===== config.mk =====
export PLATFORM = sky130hd
export DESIGN_NAME = oreg_drain_ctrl
export DESIGN_NICKNAME = d
export VERILOG_FILES = /design/src/rtl/oreg_drain_ctrl_pkg.sv /design/src/rtl/oreg_drain_ctrl_reg.sv /design/src/rtl/oreg_drain_ctrl.sv
export SDC_FILE = /design/constraint.sdc
export NUM_CORES = 1
export LEC_CHECK = 0
export CORE_UTILIZATION = 49
export CTS_CLUSTER_SIZE = 16
export DETAILED_ROUTE_END_ITERATION = 7
export GPL_TIMING_DRIVEN = 0
export HOLD_SLACK_MARGIN = 0.15
export PLACE_DENSITY = 0.81
export SLEW_MARGIN = 20
export SYNTH_ARGS = -nofsm -noshare
export SYNTH_HDL_FRONTEND = slang
export SYNTH_SLANG_ARGS = --single-unit

===== constraint.sdc =====
create_clock -name clk_i -period 2.8 [get_ports clk_i]
set_input_delay 0.56 -clock clk_i [delete_from_list [all_inputs] [get_ports clk_i]]
set_output_delay 0.56 -clock clk_i [all_outputs]
set_load 0.01 [all_outputs]

===== src/rtl/oreg_drain_ctrl_pkg.sv =====
// Shared definitions for the output-register drain controller: word width,
// saturation limits, FSM state encoding and the per-column saturation function.
package oreg_drain_ctrl_pkg;

    // Wide enough to hold any sign-extended accumulator this block is built with
    localparam int SAT_BITS = 64;

    typedef enum logic {
        ST_IDLE  = 1'b0,
        ST_DRAIN = 1'b1
    } state_t;

    function automatic int word_width(input int fWidth, input int iWidth);
        return fWidth + iWidth;
    endfunction

    function automatic logic signed [SAT_BITS-1:0] MAX_W(input int w);
        logic signed [SAT_BITS-1:0] one;
        one = SAT_BITS'(1);
        return (one <<< (w - 1)) - one;
    endfunction

    function automatic logic signed [SAT_BITS-1:0] MIN_W(input int w);
        logic signed [SAT_BITS-1:0] one;
        one = SAT_BITS'(1);
        return -(one <<< (w - 1));
    endfunction

    // Clamp a sign-extended sum into a w-bit signed word; callers keep the low w bits
    function automatic logic signed [SAT_BITS-1:0] saturate(
        input logic signed [SAT_BITS-1:0] sum,
        input int                         w
    );
        if (sum > MAX_W(w)) begin
            return MAX_W(w);
        end else if (sum < MIN_W(w)) begin
            return MIN_W(w);
        end
        return sum;
    endfunction

endpackage


===== src/rtl/oreg_drain_ctrl_reg.sv =====
// One output-bank column: a write-enabled word register with asynchronous reset.
module oreg_drain_ctrl_reg #(
    parameter int W = 16
) (
    input  logic         clk_i,
    input  logic         oreg_rst_i,
    input  logic         i_we,
    input  logic [W-1:0] i_d,
    output logic [W-1:0] o_q
);

    logic [W-1:0] r_q;

    always_ff @(posedge clk_i or posedge oreg_rst_i) begin
        if (oreg_rst_i) begin
            r_q <= '0;
        end else if (i_we) begin
            r_q <= i_d;
        end
    end

    assign o_q = r_q;

endmodule


===== src/rtl/oreg_drain_ctrl.sv =====
// Captures one row of PE partial sums into a saturating register bank and
// drains it column by column onto a valid/ready stream.
module oreg_drain_ctrl
    import oreg_drain_ctrl_pkg::*;
#(
    parameter int F_WIDTH = 8,
    parameter int I_WIDTH = 8,
    parameter int G_BITS  = 4,
    parameter int N_COLS  = 4,
    localparam int W      = word_width(F_WIDTH, I_WIDTH),
    localparam int A      = W + G_BITS
) (
    input  logic              clk_i,
    input  logic              oreg_rst_i,
    input  logic              capture_i,
    input  logic [N_COLS*A-1:0] psum_i,
    output logic              capture_ready_o,
    output logic [W-1:0]      out_data_o,
    output logic              out_valid_o,
    input  logic              out_ready_i,
    output logic              out_last_o,
    output logic              frame_done_o,
    output logic              overrun_o
);

    localparam int IDX_W = $clog2(N_COLS);
    localparam logic [IDX_W-1:0] LAST_IDX = IDX_W'(N_COLS - 1);
    localparam logic [IDX_W-1:0] PENULT_IDX = IDX_W'(N_COLS - 2);

    logic [W-1:0]     w_satWord [N_COLS];
    logic [W-1:0]     w_regQ    [N_COLS];
    logic             w_capAccept;

    state_t           r_state;
    logic [IDX_W-1:0] r_idx;
    logic             r_valid;
    logic             r_last;
    logic             r_frameDone;
    logic             r_overrun;
    logic             r_capReady;

    assign w_capAccept = capture_i & r_capReady;

    for (genvar c = 0; c < N_COLS; c++) begin : gCol
        logic signed [SAT_BITS-1:0] w_sumExt;

        assign w_sumExt     = {{(SAT_BITS-A){psum_i[c*A + A - 1]}}, psum_i[c*A +: A]};
        assign w_satWord[c] = W'(saturate(w_sumExt, W));

        oreg_drain_ctrl_reg #(
            .W(W)
        ) uReg (
            .clk_i      (clk_i),
            .oreg_rst_i (oreg_rst_i),
            .i_we       (w_capAccept),
            .i_d        (w_satWord[c]),
            .o_q        (w_regQ[c])
        );
    end

    // Outputs are flops updated alongside the state so nothing reaches them from inputs
    always_ff @(posedge clk_i or posedge oreg_rst_i) begin
        if (oreg_rst_i) begin
            r_state     <= ST_IDLE;
            r_idx       <= '0;
            r_valid     <= 1'b0;
            r_last      <= 1'b0;
            r_frameDone <= 1'b0;
            r_overrun   <= 1'b0;
            r_capReady  <= 1'b1;
        end else begin
            r_frameDone <= 1'b0;
            case (r_state)
                ST_IDLE: begin
                    if (w_capAccept) begin
                        r_state    <= ST_DRAIN;
                        r_idx      <= '0;
                        r_valid    <= 1'b1;
                        r_last     <= 1'b0;
                        r_capReady <= 1'b0;
                    end
                end
                ST_DRAIN: begin
                    if (capture_i) begin
                        r_overrun <= 1'b1;
                    end
                    if (out_ready_i) begin
                        if (r_idx == LAST_IDX) begin
                            r_state     <= ST_IDLE;
                            r_idx       <= '0;
                            r_valid     <= 1'b0;
                            r_last      <= 1'b0;
                            r_capReady  <= 1'b1;
                            r_frameDone <= 1'b1;
                        end else begin
                            r_idx  <= r_idx + 1'b1;
                            r_last <= (r_idx == PENULT_IDX);
                        end
                    end
                end
                default: begin
                    r_state <= ST_IDLE;
                end
            endcase
        end
    end

    assign out_data_o      = r_valid ? w_regQ[r_idx] : '0;
    assign out_valid_o     = r_valid;
    assign out_last_o      = r_last;
    assign frame_done_o    = r_frameDone;
    assign overrun_o       = r_overrun;
    assign capture_ready_o = r_capReady;

endmodule


==> qor.yml <==
run_status:
  outcome: "finished clean"
yosys:
  synth_fa_ha_area_share_pct: 0.6429
  synthSimpleGateAreaFrac_pct: 8.165
  synthesis.area_um2: 3892
  synth_most_common_cell: "dfrtp_1"
  synth_compound_area_share_pct: 29.41
  synth_xor_area_share_pct: 0
  syn_area_per_cell_um2: 12.44
  synthTopCellsByArea: "dfrtp_1 (46%), o221a_2 (13%), a21o_1 (8.9%), mux4_1 (6.1%), mux4_2 (4.1%)"
  ys.flop_type: "dfrtp_1"
  synth_top_cell_area_share_pct: 45.64
  syn_inst: 313
  yosys_warnings: 0
  ys_seq_area_share_pct: 46.32
  synth_top_family_by_area: "compound AO/OA/AOI/OAI gates"
  synthMuxAreaShare_pct: 10.41
  async_reset_ff_share_pct: 100.0
  synth-edff-count: 0
  syn_nets: 399
  ys_types: 33
  synth_area_leader_cell: "dfrtp_1"
  ys_ff_latch: 72
  synthTopCellsByCount: "dfrtp_1 (71), a21o_1 (46), o221a_2 (45)"
floorplanning:
  die_h_um: 91.13
  fp-row-count: 32
  start_util_pct: 50.63
  die_width_um: 91.13
  die_area_um2: 8305
  io-pin-count: 105
  core_area_um2: 7687
placement:
  place_hpwl_um: 7954
  port_buffers: 103
  dp_slack_ns: 0.3832
  dp_cells: 519
  place_congestion: 0.8745
clocking:
  clock-sinks: 72
  clk_latency_ns: 0.35
  clockBufferDepth: 2
  ctsHoldBuffers: 0
  cts_buffers: 9
  htree_num_levels: 3
  clk_pin_slew_worst_paths_ns: 0.08
  cts_root_buffer: "clkbuf_8"
  cts_tree: "built"
  postCtsSetupBuffers: 0
timing:
  layout_min_cycle_time_ns: 2.748
  fin_crit_sh_pct: 98.15
  finalSetupViolCount: 0
  hold_viol: 0
  worst_clock_skew_ns: 0.008567
  fin_ws_ns: 0.05175
  max_slew_margin_pct: 65.02
  tightest_slew_ns: 0.5247
  rsz0062_at_grt: "false"
  max_clock_freq_ghz: 0.3639
  drv_slew: 0
setup_path:
  start_kind: "flop"
  cp_data_required_time_ns: 2.24
  crit_fanout: 5
  worstPathArrival_ns: 2.19
  reg2reg_slack_ns: 1.11
  cp-end-kind: "primary output"
  criticalPathCategory: "reg2out"
route:
  viasPerCell: 6.091
  wl_per_cell_um: 19.74
  wirelength_um: 10580
  vias: 3265
  drt_iter0_drc: 251
  ant_nets: 0
  firstDrtPassIters: 4
  drc: 0
run:
  drv_cap: 0
final_layout:
  diodes: 0
  nets: 515
  area_delta_synth_final_pct: 36.13
  drive_gt1_share_pct: 21.89
  final_cells: 536
grt:
  grt-ovfl-total: 0
  antenna_found_initial: 0
  grt_start_max_net_pins: 38
  grt_pass1_vias: 3306
  grt_pass1_wl_um: 16840
  grt.total_usage_pct: 26.73
hold_path:
  min_path_type: "reg2reg"
pwr:
  leakage_nw: 2.507
  powerDensity_nw_per_um2: 387.7
  ir_drop_mv: 0.2070
==> power breakdown <==
part,total [W],switching [W],internal (W)
combinational,0.000189,0.0000723,0.000116
sequential,0.00104,0,0.00104
clock,0.000827,0.000416,0.000411
total,0.00205,0.000488,0.00157
==> path summary, 6_finish.rpt <==
path	start	endpoint	depth (start not counted)
min in group asynchronous	oreg_rst_i	gCol[1].uReg.o_q[1]	2
max in group asynchronous	oreg_rst_i	capture_ready_o	3
max	r_idx[0]	out_data_o[4]	4
max reg2reg	capture_ready_o	gCol[1].uReg.o_q[7]	4
min reg2reg	overrun_o	overrun_o	1
min	overrun_o	overrun_o	1
==> what timing repair did <==
item / CTS / global route
endpoints found under the setup margin: 1 / 12
gates cloned: 1 / 0
resized for setup: 0 / 11
==> flip-flops by register name (all words and copies together), names as in the netlist <==
register and cells:
r_idx 2, gCol.uReg.o_q 64, r_state 1, out_last_o 1, frame_done_o 1, capture_ready_o 1, out_valid_o 1, overrun_o 1
==> layout make-up <==
cell class / count / area [um2]
plain buffers: 30 / 190.2
inverters: 3 / 13.76
multi-input cells: 208 / 1893
clock buffers: 9 / 123.9
repair buffers: 105 / 1076
clock inverters: 7 / 71.32
well taps: 102 / 127.6
flip-flops and latches: 72 / 1803
fillers: 595 / 2389
==> critical path: stages, from the launching register on <==
cell and delay (ns):
dfrtp_1 0.42, buf_6 0.17, mux4_1 0.57, and2_1 0.19
clkdlybuf4s50_1 0.48
==> stage by stage <==
stage               power (W)  area [um2]  utilization (%)  hold WS [ns]  setup TNS, ns
floorplan            0.001098        3892                -        0.4377              0
finish               0.002054        5299            68.93        0.4740              0
detailed placement   0.001248        5074            66.00        0.4609              0
global placement     0.001239        5051            65.71        0.4397         -53.59
global route         0.002117        5299            68.93        0.5078              0
CTS                  0.002058        5274            68.60        0.4804              0
==> per-layer routing <==
layer,share of wire (%),wire (um),up-vias,track usage [%]
li1,-,-,1474,-
met1,42,4451,1633,34.93
met2,50,5261,137,44.44
met3,5.6,594,21,3.936
met4,2.6,276,0,11.64
met5,0,0,-,0
==> kinds of logic (layout without fill, tap and decap cells) <==
kind of cell,Yosys count,in the layout
multiplexers,17,17
adder cells (fa/ha/maj),2,2
flip-flops,72,72
AO/OA/AOI/OAI,132,132
buffers and inverters,33,154
AND/OR/NAND/NOR,57,57
==> cell usage in the layout, fill, tap and decap left out, types with 5 or more instances in the layout <==
cell type / n
clkdlybuf4s50_1: 96
dfrtp_1: 71
a21o_1: 46
o221a_2: 45
nand2_1: 19
and2_1: 17
clkbuf_1: 12
o21bai_1: 12
a22o_1: 12
o21ai_0: 11
mux4_1: 9
clkbuf_8: 9
buf_2: 7
mux4_2: 7
dlymetal6s2s_1: 7
buf_4: 5
Power figures use the tool's default switching activity.
